File: src/rtl/config_frame_writer_pkg.sv
// ---------------------------------------------------------------------------
// config_frame_writer_pkg
// Shared definitions for the configuration frame writer:
//   state_t        - writer FSM states
//   CMD_* consts   - bit positions of fields inside a command word
//   COL_WIDTH      - width of the column address field
//   IDX_WIDTH      - width of the frame index field
//   idx_in_range() - true when a frame index addresses an existing frame
// ---------------------------------------------------------------------------
package config_frame_writer_pkg;

    typedef enum logic [2:0] {
        ST_IDLE,
        ST_DATA,
        ST_SETUP,
        ST_STROBE,
        ST_HOLD
    } state_t;

    localparam int CMD_FLAG_BIT = 31;
    localparam int CMD_COL_HI   = 30;
    localparam int CMD_COL_LO   = 24;
    localparam int CMD_IDX_HI   = 4;
    localparam int CMD_IDX_LO   = 0;

    localparam int COL_WIDTH = CMD_COL_HI - CMD_COL_LO + 1;
    localparam int IDX_WIDTH = CMD_IDX_HI - CMD_IDX_LO + 1;

    function automatic logic idx_in_range(input logic [IDX_WIDTH-1:0] idx,
                                          input int maxFrames);
        return int'(idx) < maxFrames;
    endfunction

endpackage

File: src/rtl/config_frame_writer_strobe_decoder.sv
// ---------------------------------------------------------------------------
// config_strobe_decoder
// Turns a frame index into a one-hot frame latch enable vector.
// Ports:
//   i_idx    - frame index taken from the command word
//   i_en     - when low the output vector is all zero
//   o_strobe - one-hot enable, MaxFramesPerCol bits; all zero when the index
//              does not address an existing frame
// ---------------------------------------------------------------------------
module config_strobe_decoder
    import config_frame_writer_pkg::*;
#(
    parameter int MaxFramesPerCol = 20
) (
    input  logic [IDX_WIDTH-1:0]       i_idx,
    input  logic                       i_en,
    output logic [MaxFramesPerCol-1:0] o_strobe
);

    // Indices beyond the last frame match no bit, so out-of-range
    // requests naturally decode to an all-zero vector.
    always_comb begin
        o_strobe = '0;
        for (int i = 0; i < MaxFramesPerCol; i++) begin
            if (i_en && (int'(i_idx) == i)) begin
                o_strobe[i] = 1'b1;
            end
        end
    end

endmodule

File: src/rtl/config_frame_writer.sv
// ---------------------------------------------------------------------------
// config_frame_writer
// Accepts a command word (column + frame index) followed by a data word and
// writes the data into one configuration frame of the addressed tile column:
// FrameData is set up for one cycle, the selected FrameStrobe bit is held for
// StrobeWidth cycles, FrameData is held one more cycle, then frame_done pulses.
// Ports:
//   CLK         - clock, rising edge
//   resetn      - synchronous active-low reset
//   in_word     - command or data word
//   in_valid    - in_word valid
//   in_ready    - writer accepts in_word this cycle (IDLE and DATA only)
//   FrameData   - frame contents to the column configuration memories
//   FrameStrobe - one-hot frame latch enable
//   frame_done  - one-cycle pulse after a completed frame write
//   frame_err   - sticky out-of-range frame index error
// Build option:
//   FRAME_RANGE_CHECK_EN - when defined, an out-of-range index on this column
//                          sets frame_err until reset; otherwise frame_err is
//                          tied low and such frames are dropped silently.
// ---------------------------------------------------------------------------
module config_frame_writer
    import config_frame_writer_pkg::*;
#(
    parameter int                   MaxFramesPerCol = 20,
    parameter int                   FrameBitsPerRow = 32,
    parameter logic [COL_WIDTH-1:0] ColumnId        = '0,
    parameter int                   StrobeWidth     = 1
) (
    input  logic                       CLK,
    input  logic                       resetn,
    input  logic [FrameBitsPerRow-1:0] in_word,
    input  logic                       in_valid,
    output logic                       in_ready,
    output logic [FrameBitsPerRow-1:0] FrameData,
    output logic [MaxFramesPerCol-1:0] FrameStrobe,
    output logic                       frame_done,
    output logic                       frame_err
);

    state_t                     r_state;
    state_t                     w_nextState;
    logic [COL_WIDTH-1:0]       r_col;
    logic [IDX_WIDTH-1:0]       r_idx;
    logic [FrameBitsPerRow-1:0] r_frameData;
    logic [MaxFramesPerCol-1:0] r_frameStrobe;
    logic [MaxFramesPerCol-1:0] w_strobeNext;
    logic                       r_frameDone;
    logic [3:0]                 r_strobeCnt;
    logic                       w_xfer;
    logic                       w_colMatch;
    logic                       w_inRange;
    logic                       w_hit;
    logic                       w_strobeLast;

    // in_ready is gated by resetn so nothing is accepted while reset is held.
    assign in_ready     = resetn && ((r_state == ST_IDLE) || (r_state == ST_DATA));
    assign w_xfer       = in_valid && in_ready;
    assign w_colMatch   = (r_col == ColumnId);
    assign w_inRange    = idx_in_range(r_idx, MaxFramesPerCol);
    assign w_hit        = w_colMatch && w_inRange;
    assign w_strobeLast = (r_strobeCnt == 4'(StrobeWidth - 1));

    // Next-state logic. Frames for another column or with a bad index still
    // pass through SETUP and HOLD but never enter STROBE.
    always_comb begin
        w_nextState = r_state;
        case (r_state)
            ST_IDLE:   if (w_xfer && in_word[CMD_FLAG_BIT]) w_nextState = ST_DATA;
            ST_DATA:   if (w_xfer) w_nextState = ST_SETUP;
            ST_SETUP:  w_nextState = w_hit ? ST_STROBE : ST_HOLD;
            ST_STROBE: if (w_strobeLast) w_nextState = ST_HOLD;
            ST_HOLD:   w_nextState = ST_IDLE;
            default:   w_nextState = ST_IDLE;
        endcase
    end

    // Decoding against the next state lets the strobe come straight out of a
    // flop and line up exactly with the STROBE state.
    config_strobe_decoder #(
        .MaxFramesPerCol(MaxFramesPerCol)
    ) u_decoder (
        .i_idx    (r_idx),
        .i_en     (w_nextState == ST_STROBE),
        .o_strobe (w_strobeNext)
    );

    // Main datapath and state registers. FrameData only loads on the
    // data-word transfer; frame_done is registered so it follows HOLD.
    always_ff @(posedge CLK) begin
        if (!resetn) begin
            r_state       <= ST_IDLE;
            r_col         <= '0;
            r_idx         <= '0;
            r_frameData   <= '0;
            r_frameStrobe <= '0;
            r_frameDone   <= 1'b0;
            r_strobeCnt   <= '0;
        end else begin
            r_state <= w_nextState;
            if ((r_state == ST_IDLE) && w_xfer && in_word[CMD_FLAG_BIT]) begin
                r_col <= in_word[CMD_COL_HI:CMD_COL_LO];
                r_idx <= in_word[CMD_IDX_HI:CMD_IDX_LO];
            end
            if ((r_state == ST_DATA) && w_xfer) begin
                r_frameData <= in_word;
            end
            r_frameStrobe <= w_strobeNext;
            r_frameDone   <= (r_state == ST_HOLD) && w_hit;
            r_strobeCnt   <= (r_state == ST_STROBE) ? r_strobeCnt + 4'd1 : 4'd0;
        end
    end

`ifdef FRAME_RANGE_CHECK_EN
    logic r_frameErr;

    // Sticky flag: a bad index on our own column is remembered until reset.
    always_ff @(posedge CLK) begin
        if (!resetn) begin
            r_frameErr <= 1'b0;
        end else if ((r_state == ST_SETUP) && w_colMatch && !w_inRange) begin
            r_frameErr <= 1'b1;
        end
    end

    assign frame_err = r_frameErr;
`else
    assign frame_err = 1'b0;
`endif

    assign FrameData   = r_frameData;
    assign FrameStrobe = r_frameStrobe;
    assign frame_done  = r_frameDone;

endmodule

File: config.mk
export PLATFORM = sky130hd
export DESIGN_NAME = config_frame_writer
export DESIGN_NICKNAME = d
export VERILOG_FILES = /design/src/rtl/config_frame_writer_pkg.sv /design/src/rtl/config_frame_writer_strobe_decoder.sv /design/src/rtl/config_frame_writer.sv
export SDC_FILE = /design/constraint.sdc
export NUM_CORES = 1
export LEC_CHECK = 0
export BUFFER_PORTS_ARGS = -buffer_cell sky130_fd_sc_hd__buf_2
export CAP_MARGIN = 15
export CORE_UTILIZATION = 45
export CTS_CLUSTER_DIAMETER = 60
export DETAILED_ROUTE_END_ITERATION = 6
export PLACE_DENSITY = 0.79
export SETUP_SLACK_MARGIN = 0.5
export SYNTH_ARGS = -nofsm -noshare
export SYNTH_HDL_FRONTEND = slang
export SYNTH_SLANG_ARGS = --single-unit
export TNS_END_PERCENT = 5
File: constraint.sdc
create_clock -name CLK -period 1.5 [get_ports CLK]
set_input_delay 0.15 -clock CLK [delete_from_list [all_inputs] [get_ports CLK]]
set_output_delay 0.15 -clock CLK [all_outputs]
set_load 0.02 [all_outputs]
==> results of run 1 <==
-- sequential cells by signal (all words and copies together) (netlist names) --
| name | flops |
|---|---|
| r_col | 7 |
| FrameStrobe | 20 |
| FrameData | 32 |
| r_strobeCnt | 4 |
| r_idx | 5 |
| r_state | 3 |
| frame_done | 1 |
-- final timing paths --
kind	end	slack, ps	startpoint	depth (start not counted)
worst max-delay path	FrameStrobe[13]$_SDFF_PN0_	-10	r_strobeCnt[1]$_SDFF_PN0_	6
worst min-delay path	FrameData[15]$_SDFFE_PN0P_	30	in_word[15]	3
worst max register to register	FrameStrobe[13]$_SDFF_PN0_	-10	r_strobeCnt[1]$_SDFF_PN0_	6
worst min register to register	FrameData[31]$_SDFFE_PN0P_	470	FrameData[31]$_SDFFE_PN0P_	2
-- power by group through the flow --
| stage | combinational [mW] | clock, mW | sequential (mW) |
|---|---|---|---|
| 2_1_floorplan | 0.262 | 0 | 2.03 |
| 3_3_place_gp | 0.405 | 0 | 2.01 |
| 3_5_place_dp | 0.408 | 0 | 2.01 |
| 4_1_cts | 0.505 | 1.40 | 1.97 |
| 5_1_grt | 0.612 | 1.48 | 1.98 |
| 6_report | 0.577 | 1.38 | 1.98 |
-- routing by layer --
layer	vias up	routed length [microns]
met3	12	539
met4	0	110
met2	97	3890
li1	1283	-
met5	-	0
met1	1284	3230
-- synthesized netlist by cell type --
cell type / instances
dfxtp_1: 72
nor4_4: 2
a21oi_1: 45
nand2_1: 5
ha_1: 2
o311ai_0: 1
or3b_4: 1
o21ai_0: 30
or3b_1: 1
nand4_1: 3
nor3_1: 2
xnor2_1: 1
buf_6: 2
a31oi_1: 1
o21ai_1: 15
and2_1: 1
conb_1: 1
a32oi_1: 1
inv_1: 5
xor2_1: 1
a22oi_2: 1
and3b_1: 1
nor4_2: 2
nor4_1: 9
buf_2: 10
clkinv_4: 1
nor4b_1: 1
nand3_1: 48
and2b_1: 1
nor2_1: 6
and4_1: 1
or2_2: 1
nor4b_2: 7
buf_4: 3
nand4bb_1: 1
inv_2: 1
and4bb_2: 1
nand2b_1: 1
nor2b_1: 3
nand3b_1: 3
clkbuf_1: 14
-- timing repair --
action,CTS,global route
pin swaps,101,89
buffers inserted,2,0
setup endpoints to repair,90,122
gates resized for setup,84,50
-- area by class of cell --
cell class                      instances  area, sq um  area share (%)
Clock buffer                           12          155            3.72
Clock inverter                          3         17.5           0.420
Inverter                                7         38.8           0.931
Multi-Input combinational cell        200         1760            42.3
Sequential cell                        72         1460            34.9
Tap cell                               75         93.8            2.25
Timing Repair Buffer                  102          642            15.4
-- through the flow --
stage	instance area [sq um]	setup WS, ps
5_1_grt	4170	-72.1
2_1_floorplan	2840	91.5
4_1_cts	3910	-8.90
3_5_place_dp	3350	-1.21
6_report	4170	-10.4
3_3_place_gp	3350	61.6
-- critical path: cells and delay by family (launching register included) --
kind	cells	cell delay (ps)
flip-flops	1	330
AND/OR/NAND/NOR	2	460
adder cells (fa/ha/maj)	1	130
AO/OA/AOI/OAI	1	220
buffers and inverters	2	250
-- cells in the final DEF (no fill, tap or decap), types with 2 or more instances in the layout --
master     n
a21oi_1   15
a21oi_2   30
buf_12     6
buf_2     87
buf_4      5
buf_6      3
clkbuf_8  11
clkinv_2   2
dfxtp_1   65
dfxtp_2    5
dfxtp_4    2
ha_1       2
inv_1      5
nand2_1    5
nand3_1    6
nand3_2   23
nand3_4   19
nand3b_1   3
nand4_1    3
nor2_1     6
nor2b_1    3
nor3_1     2
nor4_1     8
nor4_2     3
nor4_4     2
nor4b_2    7
o21ai_0   27
o21ai_1    7
o21ai_2    8
o21ai_4    3
or3b_4     2
-- kinds of logic after synthesis --
logic type | Yosys count | share of synthesized area (%)
DFF | 72 | 50.9
AOI/OAI and AO/OA | 94 | 17.2
adders and majority gates | 2 | 0.884
buffers and inverters | 36 | 6.32
and+or+nand+nor | 101 | 23.9
other | 1 | 0.132
xor gates and xnor gates | 2 | 0.619
==> metrics.md, run 1 <==
| Metric | Value |
|---|---|
| Final WS setup | `-10.4 ps` |
| Final hold viol count | `0` |
| Placed cells | `roughly 450` |
| Row cnt | `28` |
| M1 GR Usage | `about 30%` |
| Initial antenna violation count | `0` |
| Met2 usage | `about two fifths` |
| Minimum clock period | `1510 ps` |
| Pin count of the biggest net entering global routing | `33` |
| DIE WIDTH | `81.3 microns` |
| Setup CP Type | `register to register` |
| Syn Inst Count | `between 300 and 400` |
| TNS Setup | `-46.4 ps` |
| Seq pwr share | `50.3%` |
| Hold_buf cts | `0` |
| Rel. slew slack | `~65%` |
| Clk network pwr share | `between 30% and 40%` |
| RSZ-0062 raised after global routing | `true` |
| Htree depth | `3` |
| Finished Layout Cells | `about 470` |
| Setup Skew | `roughly 9.1 ps` |
| Max FO, Critical Path | `20` |
| Pwr Total | `between 3 and 4 mW` |
| #FFs+latches synth | `72` |
| Share of cells above drive strength 1 | `between 50 and 60%` |
| Clk buf depth | `2` |
| Met3 Use GR | `9.21%` |
| All-layer global routing usage | `approximately a quarter` |
| Slowest CP cell | `or3b_4` |
| CTS root buffer | `clkbuf_8` |
| Yosys Warn Count | `0` |
| Startpoint Class | `register` |
| Remaining antenna violation count | `0` |
| CP required | `between 1500 and 2000 ps` |
| Largest area contributor in the netlist | `dfxtp_1` |
| Synth Net Count | `about 350` |
| Final setup viols | `10` |
| Maxcap violations | `0` |
| NetSw | `roughly 1.1 mW` |
| Sw Share | `around 28%` |
| CTS clock-pin slew for the worst setup and hold paths | `70 ps` |
| DRC Markers | `0` |
| Cell internal pwr | `around 2.8 mW` |
| Netlist Area Pre-Place | `between 2000 and 3000 sq um` |
| Leak | `roughly 1.5 nW` |
| Area delta synth->final | `47.2%` |
| DRT Pass-1 Iters | `5` |
| CTS tree | `done` |
| CTS Buf Count | `9` |
| Mapped Avg Cell Area | `a little over 9 sq um` |
| Total grt overflow | `0` |
| Port Buffers | `88` |
| DP Wirelength | `roughly 4.5 mm` |
| Synth area leaders | `dfxtp_1 (51%), nand3_1 (8.5%), a21oi_1 (8.0%)` |
| Die area | `roughly 6600 sq um` |
| Die H | `roughly 80 microns` |
| Fin nets | `about 430` |
| Iteration-0 DRC Markers | `between 100 and 150` |
| CP max stage delay | `just under 400 ps` |
| Final Util | `between 60% and 70%` |
| # diodes | `0` |
| Tcrit/Tclk final | `101%` |
| Hold Slack | `~34 ps` |
| Count of cell types in the netlist | `just over 40` |
| Hold Path Class | `input pin to register` |
| Most Used Layer, Global Route | `met2` |
| Achievable frequency | `662 MHz` |
| Top cell type's share of synthesized area | `50.9%` |
| Clk_lat worst skew | `roughly 350 ps` |
| First-pass GRT wire length | `roughly 12 mm` |
| Sink Count | `slightly above 70` |
| Worst-Margin Slew | `531 ps` |
| Fin. max-slew vios | `0` |
| Filler instances | `420` |
| Core area | `approximately 6000 sq um` |
| Drt wl/cell | `around 16 microns` |
| CP endpoint kind | `register` |
| WL final | `7.77 mm` |
| Critical Path AT | `1750 ps` |
| Vias | `between 2k and 3k` |
| Outcome | `complete, but fails checks` |
| Vias in the first global route | `~2.6k` |
| Register area share after synthesis | `50.9%` |
| GPL Wtd Cong | `0.785` |
| Vias per cell | `approximately 5.7` |
| Failing checks | `setup timing` |
| Power Dens Cells | `943 nW/um^2` |
| Logic pwr share | `14.7%` |
| Crit-path cells | `inv_1, ha_1, or3b_4, a22oi_2, buf_12, nor4_1` |
| Maximum vdd drop | `around 0.9 mV` |
| Initial Util | `47.2%` |
| Number of I/O pins | `90` |
Power figures use the tool's default switching activity.
==> run 2: changes to the inputs <==
Settings changed: CORE_UTILIZATION 45 to 30, HOLD_SLACK_MARGIN set to 0.15, PLACE_DENSITY 0.79 to 0.58.
==> run 2 against run 1 <==
- the flow still finishes with violations (setup timing)
- via count up 6.0%
- fmax down 3.1%
- hold slack better by 130 ps
- cell count up 16%
- register-to-register slack worse by 50 ps
- wire length up 13%
- combinational power up 24%
==> metrics.md, run 2 (synthesis results as in run 1) <==
| Metric | Value |
|---|---|
| WL final | `8.76 mm (+13%)` |
| Core area | `9200 sq um (+54%)` |
| CTS clock-pin slew for the worst setup and hold paths | `80 ps (about the same)` |
| Pin count of the biggest net entering global routing | `33 (unchanged)` |
| Placed cells | `494 (+8.8%)` |
| Sink Count | `72 (unchanged)` |
| Number of I/O pins | `90 (unchanged)` |
| Pwr Total | `4.68 mW (+19%)` |
| Final instance area | `4780 sq um (+15%)` |
| Final WS setup | `-59.0 ps (-48.6 ps)` |
| First-pass GRT wire length | `13.1 mm (+6.9%)` |
| Max FO, Critical Path | `10 (-50%)` |
| CTS tree | `done` |
| Area delta synth->final | `68.8%` |
| DIE WIDTH | `99.1 microns (+22%)` |
| CP required | `1720 ps (-20 ps)` |
| Vias in the first global route | `2647 (+1.8%)` |
| Setup Skew | `10.9 ps (+1.83 ps)` |
| Final hold viol count | `0 (unchanged)` |
| Vias per cell | `5.18 (-8.9%)` |
| Filler instances | `808 (+92%)` |
| Maxcap violations | `0 (unchanged)` |
| Share of cells above drive strength 1 | `56.3% (-0.78 points)` |
| Minimum clock period | `1560 ps (+48.6 ps)` |
| Final Util | `52.0% (-18 points)` |
| Startpoint Class | `register` |
| Power Dens Cells | `979 nW/um^2 (+3.8%)` |
| Max FFs per register | `32 (unchanged)` |
| Rel. slew slack | `64.5% (-0.10 points)` |
| Finished Layout Cells | `548 (+16%)` |
| Crit path from | `r_strobeCnt[0]$_SDFF_PN0_` |
| Total grt overflow | `0 (unchanged)` |
| CP endpoint kind | `register` |
| Post-DP Area | `3420 sq um (+2.2%)` |
| Outcome | `complete, but fails checks` |
| Achievable frequency | `641 MHz (-3.1%)` |
| Die area | `9830 sq um (+49%)` |
| Port Buffers | `88 (unchanged)` |
| Reg2reg start | `r_strobeCnt[0]$_SDFF_PN0_` |
| Vias | `2836 (+6.0%)` |
| Hold path start | `resetn` |
| Clk_lat worst skew | `350 ps (about the same)` |
| Hold Slack | `164 ps (+130 ps)` |
| Hold Path Class | `input pin to register` |
| Clk buf depth | `2 (unchanged)` |
| Tcrit/Tclk final | `104% (+3.2 points)` |
| Initial antenna violation count | `0 (unchanged)` |
| DRC Markers | `0 (unchanged)` |
| Htree depth | `3 (unchanged)` |
| Setup CP Type | `register to register` |
| Iteration-0 DRC Markers | `142 (+0.71%)` |
| GPL Wtd Cong | `0.780 (-0.62%)` |
| Row cnt | `35 (+25%)` |
| Leak | `1.70 nW (+15%)` |
| Final setup viols | `20 (+10)` |
| DP Wirelength | `4.98 mm (+9.8%)` |
| Remaining antenna violation count | `0 (unchanged)` |
| Failing checks | `setup timing` |
| All-layer global routing usage | `17.0% (-7.4 points)` |
| TNS Setup | `-743 ps (-696 ps)` |
| Most frequent cells in the layout | `buf_2 (50), buf_4 (46), dfxtp_1 (40)` |
| Drt wl/cell | `16.0 microns (-3.1%)` |
| CTS Buf Count | `9 (unchanged)` |
| Fin. max-slew vios | `0 (unchanged)` |
| Die H | `99.1 microns (+22%)` |
| Critical Path AT | `1780 ps (+30 ps)` |
| Initial Util | `30.8% (-16 points)` |
| # diodes | `0 (unchanged)` |
| DRT Pass-1 Iters | `4 (-1)` |
| Fin nets | `469 (+9.3%)` |
| Worst-Margin Slew | `533 ps (+1.57 ps)` |
| Commonest non-fill, non-tap cell in the layout | `buf_2` |
| CTS root buffer | `clkbuf_8` |
| Maximum vdd drop | `0.528 mV (-41%)` |
| Pre-CTS setup slack | `5.55 ps (+6.76 ps)` |
| RSZ-0062 raised after global routing | `true` |
[run 2: cell types whose count changed in the layout (fill, tap and decap cells not counted), moves of 5 or more]
cell,delta
buf_4,+41
buf_2,-37
dlygate4sd3_1,+32
dfxtp_2,+27
dfxtp_1,-25
o21ai_1,+21
nand3_2,-15
o21ai_0,-11
nand3_1,+10
o21ai_2,-7
nand3_4,+5
[run 2: power breakdown]
part / switching, mW / internal [mW] / leakage [nW]
Clock: 0.741 / 1.24 / 0.133
Combinational: 0.401 / 0.316 / 0.970
Sequential: 0.0318 / 1.94 / 0.597
[run 2: critical path: stages (launching register included)]
cell and delay, ps:
dfxtp_2 330, inv_2 60, ha_4 110, or3b_4 380, a22oi_2 190, buf_6 160, clkbuf_16 160, nor4_1 40
[run 2: area by class of cell]
cell class	count	area [sq um]	area share [%]
Sequential cell	72	1480	31.0
Inverter	7	38.8	0.812
Multi-Input combinational cell	200	1710	35.7
Clock inverter	4	98.8	2.07
Timing Repair Buffer	142	1150	24.0
Clock buffer	12	165	3.46
Tap cell	111	139	2.91
[run 2: path summary, 6_finish.rpt]
| check | to | slack, ps | depth (start not counted) |
|---|---|---|---|
| min | r_state[0]$_SDFF_PN0_ | 160 | 3 |
| max reg2reg | FrameStrobe[16]$_SDFF_PN0_ | -60 | 7 |
| min reg2reg | FrameData[26]$_SDFFE_PN0P_ | 490 | 2 |
| max | FrameStrobe[16]$_SDFF_PN0_ | -60 | 7 |
[run 2: timing repair]
action                     CTS  global route
gates resized for setup      3           190
gates cloned                 0             2
setup endpoints to repair   98           110
hold buffers                32             0
buffers inserted             3             1
hold endpoints to repair    44             0
pin swaps                    1            78
[run 2: per-layer routing]
| metal | track usage (%) | wire (microns) | vias to the layer above |
|---|---|---|---|
| li1 | - | - | 1367 |
| met1 | 20.4 | 3760 | 1364 |
| met2 | 28.6 | 4380 | 87 |
| met3 | 4.15 | 410 | 18 |
| met4 | 7.81 | 206 | 0 |
| met5 | 0 | 0 | - |
